### config.mk
export PLATFORM = sky130hd
export DESIGN_NAME = weights_clauses_fetch
export DESIGN_NICKNAME = d
export VERILOG_FILES = /design/src/rtl/weights_clauses_fetch.sv
export SDC_FILE = /design/constraint.sdc
export NUM_CORES = 1
export LEC_CHECK = 0
export ABC_CLOCK_PERIOD_IN_PS = 8500
export CORE_AREA = 4 4 322 324
export CTS_BUF_LIST = sky130_fd_sc_hd__clkbuf_4
export DETAILED_ROUTE_END_ITERATION = 12
export DIE_AREA = 0 0 326 328
export PLACE_DENSITY_LB_ADDON = 0.2
export SYNTH_ARGS = -nofsm -noshare
export SYNTH_HDL_FRONTEND = slang
export SYNTH_SLANG_ARGS = --single-unit
### constraint.sdc
create_clock -name i_clk -period 8.5 [get_ports i_clk]
set_clock_uncertainty 0.05 [all_clocks]
set_input_delay 1.275 -clock i_clk [delete_from_list [all_inputs] [get_ports i_clk]]
set_output_delay 1.275 -clock i_clk [all_outputs]
set_load 0.1 [all_outputs]
### src/rtl/weights_clauses_fetch.sv
// Port-B read sequencer: streams N clause words then M weight words from the two SRAMs
// into a 2-entry output FIFO that feeds a valid/ready stream tagged with source and last.
//   state  | meaning
//   IDLE   | waiting for start
//   CLAUSE | issuing clause SRAM reads 0..N-1
//   WEIGHT | issuing weight SRAM reads 0..M-1
//   DRAIN  | no more issues; waiting for FIFO and in-flight read to empty
module weights_clauses_fetch #(
  parameter int ADDR_WIDTH = 11,
  parameter int DATA_WIDTH = 256
) (
  input  logic                  i_clk,
  input  logic                  i_rst_n,
  input  logic                  i_start,
  input  logic                  i_abort,
  input  logic [ADDR_WIDTH-1:0] i_num_clauses,
  input  logic [ADDR_WIDTH-1:0] i_num_weights,
  output logic                  o_busy,
  output logic                  o_done,
  output logic                  o_cmd_error,
  output logic                  o_clauses_sram_enb,
  output logic [ADDR_WIDTH-1:0] o_clauses_sram_addrb,
  input  logic [DATA_WIDTH-1:0] i_clauses_sram_doutb,
  output logic                  o_weight_sram_enb,
  output logic [ADDR_WIDTH-1:0] o_weight_sram_addrb,
  input  logic [DATA_WIDTH-1:0] i_weight_sram_doutb,
  output logic [DATA_WIDTH-1:0] o_data,
  output logic                  o_data_valid,
  output logic                  o_data_is_weight,
  output logic                  o_data_last,
  input  logic                  i_data_ready
);

  typedef enum logic [1:0] {IDLE, CLAUSE, WEIGHT, DRAIN} state_t;

  localparam logic [ADDR_WIDTH-1:0] ONE = ADDR_WIDTH'(1);

  state_t                  state, state_nxt;
  logic [ADDR_WIDTH-1:0]   cnt, cnt_nxt;
  logic [ADDR_WIDTH-1:0]   n_lat, m_lat;
  logic                    latch;
  logic                    infl_valid, infl_is_w, infl_last;
  logic [DATA_WIDTH-1:0]   fifo_data [2];
  logic [1:0]              fifo_w, fifo_last;
  logic                    wr_ptr, rd_ptr;
  logic [1:0]              occ;
  logic                    pop, flush;
  logic                    issue, issue_w, issue_last;
  logic                    done_nxt, err_nxt;
  logic [2:0]              pending;
  logic                    room_ok;
  logic                    clause_end, weight_end;

  assign pop        = o_data_valid & i_data_ready;
  assign flush      = i_abort & (state != IDLE);
  // Entries that will still be occupied next cycle before any new issue lands
  assign pending    = {1'b0, occ} + {2'b0, infl_valid} - {2'b0, pop};
  assign room_ok    = pending < 3'd2;
  assign clause_end = (cnt == n_lat - ONE);
  assign weight_end = (cnt == m_lat - ONE);

  always_comb begin
    state_nxt  = state;
    cnt_nxt    = cnt;
    latch      = 1'b0;
    issue      = 1'b0;
    issue_w    = 1'b0;
    issue_last = 1'b0;
    done_nxt   = 1'b0;
    err_nxt    = 1'b0;
    case (state)
      IDLE: begin
        if (i_start) begin
          if ((i_num_clauses == '0) && (i_num_weights == '0)) begin
            err_nxt = 1'b1;
          end else begin
            latch     = 1'b1;
            cnt_nxt   = '0;
            state_nxt = (i_num_clauses != '0) ? CLAUSE : WEIGHT;
          end
        end
      end
      CLAUSE: begin
        if (room_ok) begin
          issue      = 1'b1;
          issue_last = clause_end && (m_lat == '0);
          if (clause_end) begin
            cnt_nxt   = '0;
            state_nxt = (m_lat != '0) ? WEIGHT : DRAIN;
          end else begin
            cnt_nxt = cnt + ONE;
          end
        end
      end
      WEIGHT: begin
        if (room_ok) begin
          issue      = 1'b1;
          issue_w    = 1'b1;
          issue_last = weight_end;
          if (weight_end) begin
            cnt_nxt   = '0;
            state_nxt = DRAIN;
          end else begin
            cnt_nxt = cnt + ONE;
          end
        end
      end
      DRAIN: begin
        if (pending == 3'd0) begin
          state_nxt = IDLE;
          done_nxt  = 1'b1;
        end
      end
      default: state_nxt = IDLE;
    endcase
    if (state != IDLE) begin
      if (i_start) err_nxt = 1'b1;
      // Abort wins over any issue, pop or completion in the same cycle
      if (i_abort) begin
        state_nxt  = IDLE;
        cnt_nxt    = '0;
        issue      = 1'b0;
        issue_last = 1'b0;
        done_nxt   = 1'b0;
      end
    end
  end

  always_ff @(posedge i_clk or negedge i_rst_n) begin
    if (!i_rst_n) begin
      state       <= IDLE;
      cnt         <= '0;
      n_lat       <= '0;
      m_lat       <= '0;
      o_done      <= 1'b0;
      o_cmd_error <= 1'b0;
    end else begin
      state       <= state_nxt;
      cnt         <= cnt_nxt;
      o_done      <= done_nxt;
      o_cmd_error <= err_nxt;
      if (latch) begin
        n_lat <= i_num_clauses;
        m_lat <= i_num_weights;
      end
    end
  end

  always_ff @(posedge i_clk or negedge i_rst_n) begin
    if (!i_rst_n) begin
      infl_valid <= 1'b0;
      infl_is_w  <= 1'b0;
      infl_last  <= 1'b0;
      wr_ptr     <= 1'b0;
      rd_ptr     <= 1'b0;
      occ        <= 2'd0;
      fifo_w     <= 2'b00;
      fifo_last  <= 2'b00;
      for (int i = 0; i < 2; i++) fifo_data[i] <= '0;
    end else if (flush) begin
      infl_valid <= 1'b0;
      wr_ptr     <= 1'b0;
      rd_ptr     <= 1'b0;
      occ        <= 2'd0;
    end else begin
      infl_valid <= issue;
      infl_is_w  <= issue_w;
      infl_last  <= issue_last;
      if (infl_valid) begin
        fifo_data[wr_ptr] <= infl_is_w ? i_weight_sram_doutb : i_clauses_sram_doutb;
        fifo_w[wr_ptr]    <= infl_is_w;
        fifo_last[wr_ptr] <= infl_last;
        wr_ptr            <= ~wr_ptr;
      end
      if (pop) rd_ptr <= ~rd_ptr;
      occ <= pending[1:0];
    end
  end

  assign o_busy               = (state != IDLE);
  assign o_clauses_sram_enb   = issue && (state == CLAUSE);
  assign o_clauses_sram_addrb = (state == CLAUSE) ? cnt : '0;
  assign o_weight_sram_enb    = issue && (state == WEIGHT);
  assign o_weight_sram_addrb  = (state == WEIGHT) ? cnt : '0;
  assign o_data_valid         = (occ != 2'd0);
  assign o_data               = fifo_data[rd_ptr];
  assign o_data_is_weight     = fifo_w[rd_ptr];
  assign o_data_last          = fifo_last[rd_ptr];

endmodule

==> metrics.md, run 1 <==
| Metric | Value |
|---|---|
| Status | complete, no violations |
| Top sig layer | met4 |
| Largest net degree at the start of global routing | approximately 230 |
| Worst Setup End Kind | output pin |
| Fin. max-slew vios | 0 |
| Fin nets | between 3000 and 4000 |
| Clock Latency Late Sink | 1.02 ns |
| CTS sink count | 560 |
| Initial antenna violation count | 2 |
| Post-synthesis async set-or-reset flop share | 100% |
| Post-Synth Simple-Gate Area | 10.4% |
| Total grt overflow | 0 |
| Drt via density | 4.39 |
| CP bufs+invs | 4 |
| Unrepaired setup endpoints after global routing | no |
| Initial cell density of the core | 26.5% |
| YS warnings | 0 |
| Met2 WL | roughly 43 mm |
| CP max FO | 5 |
| CTS Hold Bufs | 0 |
| Post-synth top flop | dfrtp_1 |
| Compound-Gate Fraction of Synth Area | between 10 and 15% |
| Die X | 326 um |
| CP top delay family | buffers and inverters |
| Core Region | 101000 um2 |
| Port bufs | a little over 800 |
| DRT iter0 DRCs | 1064 |
| Total GRT Usage | 15.8% |
| Max incr delay on CP | around 1.1 ns |
| DR WL met3 | 6.29 mm |
| Vias in the first global route | 21500 |
| Min cycle time layout | 6.21 ns |
| Final hold vios | 0 |
| Final Routed Wirelength | 87.0 mm |
| WS Path Type | reg -> out |
| DP HPWL | just over 60 mm |
| CP Cell Sequence | or2_2, and2_1, ha_1, inv_1, ha_1, inv_1, fa_1, inv_1, nor2_1, and3_1, and2_1, clkdlybuf4s50_1 |
| Max Fclk | 161 MHz |
| Worst setup SP type | register |
| Clock buffer count from CTS | 163 |
| Longest Clk Path Bufs | 3 |
| DRT Pass-1 Iters | 5 |
| Post-CTS Setup Bufs | 0 |
| WL/cell | 17.8 um |
| Area Overhead vs Synth | 43.3% |
| I/O pin count | 825 |
| Most Frequent Cell on Critical Path | inv_1 |
| Clock transition at path regs | ~0.060 ns |
| Cell variety after synth | 57 |
| Worst R2R End | cnt[10] |
| Die height | approximately 330 um |
| Global-route wire length before repair | 131 mm |
| Slew of the pin with the lowest slew margin | 1.15 ns |
| Post-CTS sizing | 0 |
| Register-to-Register Path Depth | 14 |
| Placer Congestion | 0.793 |
| Row cnt | 117 |
| Crit share post-route | 73.0% |
| Final antenna-violating net count | 0 |
| Seq/Total Area, Yosys | 52.3% |
| RR Startpoint | occ[1] |
| Post-synth EDFFs | 0 |
| Synthesized cell area | approximately 27000 um2 |
| Tightest Hold Check Type | in -> async |
| Post-synthesis mux area share | 21.5% |
| Max cap viols | 0 |
| Setup_tns | 0 ns |
| Root Driver | clkbuf_4 |
| Post-Synth XOR/XNOR Area | 0.883% |
| H-tree levels | 4 |
| Worst EP arrival | around 5 ns |
| DRC | 0 |
| Adder-Cell Fraction of Synth Area | less than 1% |
| Ratio of cells with drive above 1 in the final layout | 16.5% |
| Stages on worst setup path | 12 |
| CTS tree | built |
| Post-Syn Nets | 3144 |
| Slowest CP cell | clkdlybuf4s50_1 |
| Slew HR | 23.0% |
| Seq cells post-synth | 560 |
| Syn avg cell area | 10.3 um2 |
| Final setup violation count | 0 |
| DR vias | 21500 |
| M1 WL | 35.4 mm |
| Worst EP required | 7.17 ns |
| Cells after Synth | roughly 2600 |
| Reg2Reg Setup Slack | about 4.2 ns |
| Largest family of logic cells by synthesized area | multiplexers |
| Die area | 107000 um2 |
[synthesized netlist by cell type (4+ instances only)]
cell type | n | area [um2]
xnor2_1 | 18 | 158
mux2i_1 | 256 | 2560
inv_1 | 15 | 56.3
nand2_1 | 289 | 1080
o211ai_1 | 10 | 75.1
dfrtp_1 | 560 | 14000
a21oi_1 | 260 | 1300
nor4_1 | 7 | 43.8
mux2_2 | 284 | 3200
buf_1 | 5 | 18.8
nand3_1 | 13 | 65.1
nor3_1 | 10 | 50.1
and2_1 | 30 | 188
or3_1 | 4 | 25.0
a31oi_1 | 5 | 31.3
nor2_1 | 283 | 1060
or2_2 | 4 | 25.0
nor2b_1 | 7 | 43.8
o21ai_0 | 268 | 1340
clkbuf_1 | 190 | 713
nand4_1 | 5 | 31.3
ha_1 | 9 | 113
xor2_1 | 9 | 78.8
and3b_1 | 4 | 35.0
[cells by family (layout without fill, tap and decap cells)]
kind of cell               after synthesis  after routing
AOI/OAI and AO/OA                      575            575
xor gates and xnor gates                27             27
adders and majority gates               10             10
buffers and inverters                  212           1139
DFF                                    560            560
muxes                                  540            540
other                                    0              6
and+or+nand+nor                        671            671
[state kept, by name, indices dropped and copies added, names as in the netlist]
register and flops:
fifo_w 2, rd_ptr 1, o_cmd_error 1, cnt 11, m_lat 11, infl_is_w 1
wr_ptr 1, infl_valid 1, occ 2, infl_last 1, o_done 1, state 2
fifo_data 512, n_lat 11, fifo_last 2
[final cells by class]
type                            count  area, um2
Clock buffer                      242       1820
Clock inverter                     42        240
Tap cell                         1368       1710
Antenna cell                        6       15.0
Multi-Input combinational cell   1823      12000
Inverter                           15       56.3
Fill cell                       10300      62800
Sequential cell                   560      14000
Timing Repair Buffer              840       8520
[through the flow]
step | utilization (%) | std cells | cell area (um2) | worst slack (ns) | hold slack, ns
4_1_cts | 37.9 | 4890 | 38300 | 2.08 | 0.0907
3_5_place_dp | 35.9 | 4606 | 36300 | 2.38 | 0.414
6_report | 37.9 | 4896 | 38400 | 2.29 | 0.213
2_1_floorplan | - | 2595 | 26800 | 3.50 | 0.394
5_1_grt | 37.9 | 4893 | 38300 | 1.95 | 0.133
3_3_place_gp | 35.9 | 4606 | 36300 | 2.35 | 0.405
[how the worst max path moves through the flow]
stage               slack [ns]    startpoint            endpoint
floorplan                 3.50  i_data_ready  o_clauses_sram_enb
global placement          2.35  i_data_ready   o_weight_sram_enb
detailed placement        2.38  i_data_ready   o_weight_sram_enb
CTS                       2.08        occ[1]   o_weight_sram_enb
global route              1.95        occ[1]  o_clauses_sram_enb
finish                    2.29        occ[1]   o_weight_sram_enb
[layout by cell type, fill, tap and decap left out, types with 30 or more instances in the layout]
| cell | count |
|---|---|
| clkdlybuf4s50_1 | 821 |
| dfrtp_1 | 558 |
| nand2_1 | 289 |
| mux2_2 | 284 |
| nor2_1 | 282 |
| o21ai_0 | 268 |
| a21oi_1 | 260 |
| mux2i_1 | 256 |
| clkbuf_4 | 242 |
| and2_1 | 30 |
[metal layers]
metal,GRT usage (%),vias to the layer above
li1,-,10700
met1,18.6,10000
met2,27.0,631
met3,5.65,123
met4,5.14,0
met5,0,-
[worst register-to-register path: stages, from the launching register on]
cell and delay, ns:
dfrtp_1 0.42, or2_2 0.29, and2_1 0.19, ha_1 0.27, inv_1 0.05, ha_1 0.12
inv_1 0.05, fa_1 0.39, xor2_1 0.18, nand2b_1 0.37, a2111oi_0 0.64, nand4_1 0.15
o31a_1 0.50, o21ai_1 0.31, o311ai_0 0.16
Power of run 1 is not shown: default switching activity piles up to over one toggle a cycle in this logic, so the estimate is an artifact.
==> run 2: changes to the inputs <==
--- a/config.mk
+++ b/config.mk
@@ -5,7 +5,7 @@
 export SDC_FILE = /design/constraint.sdc
 export NUM_CORES = 1
 export LEC_CHECK = 0
-export ABC_CLOCK_PERIOD_IN_PS = 8500
+export ABC_CLOCK_PERIOD_IN_PS = 5240
 export CORE_AREA = 4 4 322 324
 export CTS_BUF_LIST = sky130_fd_sc_hd__clkbuf_4
 export DETAILED_ROUTE_END_ITERATION = 12
==> constraint.sdc (replaced) <==
create_clock -name i_clk -period 5.24 [get_ports i_clk]
set_clock_uncertainty 0.05 [all_clocks]
set_input_delay 0.786 -clock i_clk [delete_from_list [all_inputs] [get_ports i_clk]]
set_output_delay 0.786 -clock i_clk [all_outputs]
set_load 0.1 [all_outputs]
==> metrics.md, run 2 (synthesis gave the netlist of run 1 again) <==
| Metric | Value |
|---|---|
| Fin nets | 4003 (+1.3%) |
| Min-delay src | i_start |
| Final setup violation count | 0 (unchanged) |
| Commonest non-fill, non-tap cell in the layout | clkdlybuf4s50_1 |
| Root Driver | clkbuf_4 |
| Global-route wire length before repair | 135 mm (+3.0%) |
| Tightest Hold Check Type | in -> reg |
| WL/cell | 18.1 um (+1.7%) |
| DP HPWL | 66.4 mm (+7.3%) |
| Ratio of cells with drive above 1 in the final layout | 17.5% (+1.0 points) |
| Drt via density | 4.39 (about the same) |
| DRT Pass-1 Iters | 5 (unchanged) |
| H-tree levels | 4 (unchanged) |
| I/O pin count | 825 (unchanged) |
| Max Fclk | 215 MHz |
| Clock Latency Late Sink | 1.00 ns (-0.02 ns) |
| Area Overhead vs Synth | 44.8% |
| CTS tree | built |
| Die height | 328 um (unchanged) |
| Final hold vios | 0 (unchanged) |
| Final-layout fill cell count | 10400 (+0.34%) |
| Min cycle time layout | around 4.7 ns |
| Worst setup SP type | register |
| Slew of the pin with the lowest slew margin | 1.15 ns (-0.00146 ns) |
| Largest register FFs | 512 (unchanged) |
| CP max FO | 43 (+38) |
| WS Path Type | reg -> out |
| Die X | 326 um (unchanged) |
| Final antenna-violating net count | 0 (unchanged) |
| Initial cell density of the core | 26.5% (unchanged) |
| Most frequent cells in the layout | 819 x clkdlybuf4s50_1, 558 x dfrtp_1, 289 x nand2_1 |
| DRT iter0 DRCs | 861 (-19%) |
| Worst EP arrival | 3.82 ns (-1.06 ns) |
| RR Startpoint | occ[1] |
| Worst EP required | 4.40 ns (-2.77 ns) |
| Crit share post-route | 88.9% |
| Most flops, register | fifo_data |
| Row cnt | 117 (unchanged) |
| Post-CTS sizing | 0 (unchanged) |
| Worst Setup End Kind | output pin |
| Total GRT Usage | 16.3% (+0.46 points) |
| Setup_tns | 0 ns (unchanged) |
| Largest net degree at the start of global routing | 145 (-37%) |
| Register-to-Register Path Depth | 14 (unchanged) |
| Die area | 107000 um2 (unchanged) |
| Slew HR | 23.1% (+0.098 points) |
| Unrepaired setup endpoints after global routing | no |
| Clock buffer count from CTS | 162 (-0.61%) |
| Reg2Reg Setup Slack | 1.15 ns (-3.08 ns) |
| Final setup margin | 0.580 ns (-1.71 ns) |
| DRC | 0 (unchanged) |
| Longest Clk Path Bufs | 3 (unchanged) |
| Port bufs | 824 (unchanged) |
| Final Routed Wirelength | 89.2 mm (+2.6%) |
| Core Region | 101000 um2 (unchanged) |
| Hold EP | o_cmd_error |
| Vias in the first global route | 22400 (+3.8%) |
| CTS sink count | 560 (unchanged) |
| Worst R2R End | cnt[10] |
| Clock transition at path regs | 0.06 ns (about the same) |
| Status | complete, no violations |
| Fin. max-slew vios | 0 (unchanged) |
| DR vias | 21700 (+0.77%) |
| Hold depth | 2 |
| Initial antenna violation count | 2 (unchanged) |
| Place WS | 0.717 ns (-1.67 ns) |
| Placer Congestion | 0.816 (+2.9%) |
| Max cap viols | 0 (unchanged) |
| Total grt overflow | 0 (unchanged) |
## run 2: cell types whose count changed in the layout (fill, tap and decap cells not counted)
cell             before  now
clkinv_2              5    2
dlygate4sd3_1         0    1
clkinvlp_4            1    2
clkbuf_4            242  241
inv_6                 2    1
diode_2               6    5
clkinv_1             25   24
buf_12               12   19
clkdlybuf4s50_1     821  819
buf_4                 6   52
clkinv_4              2    0
inv_2                 5    1
## run 2: how the worst max path moves through the flow
stage | from | end | slack [ns] | depth (start not counted)
4_1_cts | rd_ptr | o_data[211] | 0.32 | 3
6_report | rd_ptr | o_data[209] | 0.58 | 3
2_1_floorplan | occ[1] | o_clauses_sram_enb | 0.96 | 11
3_3_place_gp | i_data_ready | cnt[10] | 0.77 | 14
5_1_grt | rd_ptr | o_data[208] | 0.28 | 3
3_5_place_dp | i_data_ready | cnt[10] | 0.72 | 14
## run 2: cell type report
cell class / instances / area [um2] / area share [%]
sequential: 560 / 14000 / 36.2
multi-input combinational: 1823 / 12000 / 30.9
timing repair buffer: 892 / 8990 / 23.2
clock buffer: 241 / 1810 / 4.67
tap: 1368 / 1710 / 4.42
clock inverter: 32 / 188 / 0.484
inverter: 15 / 56.3 / 0.145
antenna: 5 / 12.5 / 0.0323
## run 2: routing by layer
| layer | up-vias | track usage, % | wire (um) |
|---|---|---|---|
| met5 | - | 0 | 0 |
| met4 | 0 | 5.32 | 2170 |
| met3 | 133 | 5.70 | 6320 |
| met2 | 646 | 28.0 | 44300 |
| met1 | 10100 | 19.0 | 36400 |
| li1 | 10800 | - | - |
## run 2: what timing repair did
action                                  in CTS  in global routing
hold buffers                                 1                  0
endpoints found under the setup margin       0                  0
hold endpoints to repair                    84                  0
buffers inserted                             0                  0
## run 2: metrics by stage
stage	utilization, %	std cells	cell area (um2)	hold WS [ns]
2_1_floorplan	-	2595	26800	0.394
3_3_place_gp	36.3	4657	36700	0.405
3_5_place_dp	36.3	4657	36700	0.415
4_1_cts	38.3	4931	38800	0.172
5_1_grt	38.3	4936	38800	0.214
6_report	38.3	4936	38800	0.369
## run 2: critical path: stages, from the launching register on
cell             delay, ns
dfrtp_4               0.95
buf_4                 0.45
mux2_2                0.21
clkdlybuf4s50_1       1.17
Power of run 2 is left out for the same reason.
==> run 3: changes to the inputs <==
--- a/config.mk
+++ b/config.mk
@@ -6,10 +6,12 @@
 export NUM_CORES = 1
 export LEC_CHECK = 0
 export ABC_CLOCK_PERIOD_IN_PS = 5240
-export CORE_AREA = 4 4 322 324
+export CELL_PAD_IN_SITES_DETAIL_PLACEMENT = 1
+export CELL_PAD_IN_SITES_GLOBAL_PLACEMENT = 2
+export CORE_MARGIN = 2
+export CORE_UTILIZATION = 27
 export CTS_BUF_LIST = sky130_fd_sc_hd__clkbuf_4
 export DETAILED_ROUTE_END_ITERATION = 12
-export DIE_AREA = 0 0 326 328
 export PLACE_DENSITY_LB_ADDON = 0.2
 export SYNTH_ARGS = -nofsm -noshare
 export SYNTH_HDL_FRONTEND = slang
==> metrics.md, run 3 (synthesis gave the netlist of run 1 again) <==
| Metric | Value |
|---|---|
| Status | complete, no violations |
| CTS tree | built |
| Root Driver | clkbuf_4 |
| Largest register FFs | 512 (unchanged) |
| Drt via density | 4.70 (+7.1%) |
| DRT Pass-1 Iters | 5 (unchanged) |
| Global-route wire length before repair | 150 mm (+12%) |
| WL/cell | 20.5 um (+13%) |
| Total GRT Usage | 19.3% (+3.0 points) |
| Max cap viols | 0 (unchanged) |
| Die X | 319 um (-2.2%) |
| Setup_tns | 0 ns (unchanged) |
| Initial antenna violation count | 4 (+2) |
| RR Startpoint | occ[1] |
| DR vias | 22800 (+5.0%) |
| DRC | 0 (unchanged) |
| Ratio of cells with drive above 1 in the final layout | 17.3% (-0.22 points) |
| Footprint of the multi-input gates | 12000 um2 (unchanged) |
| H-tree levels | 4 (unchanged) |
| Final hold vios | 0 (unchanged) |
| Fin nets | 3986 (-0.42%) |
| DRT iter0 DRCs | 775 (-10%) |
| Total grt overflow | 0 (unchanged) |
| CP Launch Point | occ[1] |
| Worst EP required | 4.40 ns (about the same) |
| Post-CTS sizing | 0 (unchanged) |
| Clock transition at path regs | 0.06 ns (about the same) |
| Worst EP arrival | 4.08 ns (+0.26 ns) |
| CP max FO | 5 (-88%) |
| Register area | 14000 um2 (unchanged) |
| Min cycle time layout | 4.92 ns (+0.260 ns) |
| Final setup violation count | 0 (unchanged) |
| I/O pin count | 825 (unchanged) |
| CTS sink count | 560 (unchanged) |
| Core Region | 98300 um2 (-2.8%) |
| Final Routed Wirelength | 99.1 mm (+11%) |
| Slew HR | 22.1% (-0.98 points) |
| Final-layout fill cell count | 11000 (+6.5%) |
| Commonest non-fill, non-tap cell in the layout | clkdlybuf4s50_1 |
| Area Overhead vs Synth | 43.8% |
| Worst Setup End Kind | output pin |
| Fin. max-slew vios | 0 (unchanged) |
| Row cnt | 115 (-1.7%) |
| Max Fclk | 203 MHz (-5.3%) |
| Crit share post-route | 93.9% (+5.0 points) |
| Placer Congestion | 0.829 (+1.7%) |
| Clock buffer count from CTS | 166 (+2.5%) |
| Longest Clk Path Bufs | 3 (unchanged) |
| Min-delay src | i_start |
| Port bufs | 824 (unchanged) |
| Die height | 319 um (-2.8%) |
| Largest net degree at the start of global routing | 137 (-5.5%) |
| Tightest Hold Check Type | in -> reg |
| Slew of the pin with the lowest slew margin | 1.16 ns (+0.0146 ns) |
| WS Path Type | reg -> out |
| Most frequent cells in the layout | 810 x clkdlybuf4s50_1, 558 x dfrtp_1, 289 x nand2_1 |
| DP HPWL | 73.2 mm (+10%) |
| Post-CTS Setup Bufs | 0 (unchanged) |
| Clock Latency Late Sink | 1.01 ns (about the same) |
| Initial cell density of the core | 27.2% (+0.78 points) |
| Most flops, register | fifo_data |
| Worst setup SP type | register |
| Die area | 102000 um2 (-4.9%) |
| Final antenna-violating net count | 0 (unchanged) |
| Vias in the first global route | 25400 (+13%) |
| Unrepaired setup endpoints after global routing | no |
==> run 3: changes by cell type in the layout (fill, tap and decap cells not counted) <==
cell,before,now
buf_12,19,18
buf_4,52,41
clkbuf_4,241,243
clkdlybuf4s50_1,819,810
clkinv_1,24,30
clkinv_2,2,1
clkinvlp_4,2,3
diode_2,5,3
inv_2,1,2
inv_6,1,0
==> run 3: routing by layer <==
layer / GRT usage [%] / vias up / wire [um]
li1: - / 10800 / -
met1: 21.1 / 11200 / 38400
met2: 34.6 / 631 / 51300
met3: 5.46 / 170 / 5790
met4: 8.48 / 2 / 3650
met5: 0 / - / 18
==> run 3: area by class of cell <==
cell class | count | area share, %
antenna | 3 | 0.0195
clock buffer | 243 | 4.74
clock inverter | 38 | 0.539
inverter | 15 | 0.146
multi-input combinational | 1823 | 31.1
sequential | 560 | 36.4
tap | 1287 | 4.18
timing repair buffer | 871 | 22.9
==> run 3: repair_timing <==
action,in CTS,in global routing
endpoints found under the setup margin,0,0
hold endpoints to repair,107,0
hold buffers,1,0
==> run 3: stage by stage <==
step	cell area [um2]	cells	utilization, %	setup WS, ns	hold WS, ns
after CTS	38500	4837	39.2	0.107	0.179
after global placement	36500	4555	37.1	0.539	0.406
after detailed placement	36500	4555	37.1	0.398	0.414
final	38500	4840	39.2	0.321	0.364
after floorplan	26800	2595	-	0.964	0.394
after global routing	38500	4840	39.2	0.0230	0.241
==> run 3: final timing paths <==
path                       cells past startpoint  slack [ns]                 to
setup / recovery                              12        0.32  o_weight_sram_enb
hold / removal                                 2        0.36        o_cmd_error
setup reg to reg                              14        0.86            cnt[10]
hold reg to reg                                2        0.43     fifo_data[236]
max in group asynchronous                      3        3.39     fifo_data[419]
min in group asynchronous                      2        0.40      fifo_data[47]
==> run 3: critical path, stage by stage, from the launching register on <==
cell and delay (ns):
dfrtp_1 0.43, or2_2 0.30, and2_1 0.20, ha_1 0.27, inv_1 0.06, ha_1 0.14, inv_1 0.06, fa_1 0.55
inv_1 0.07, nor2_1 0.35, and3_1 0.27, and2_1 0.19, buf_12 0.18
Power of run 3 is left out for the same reason.
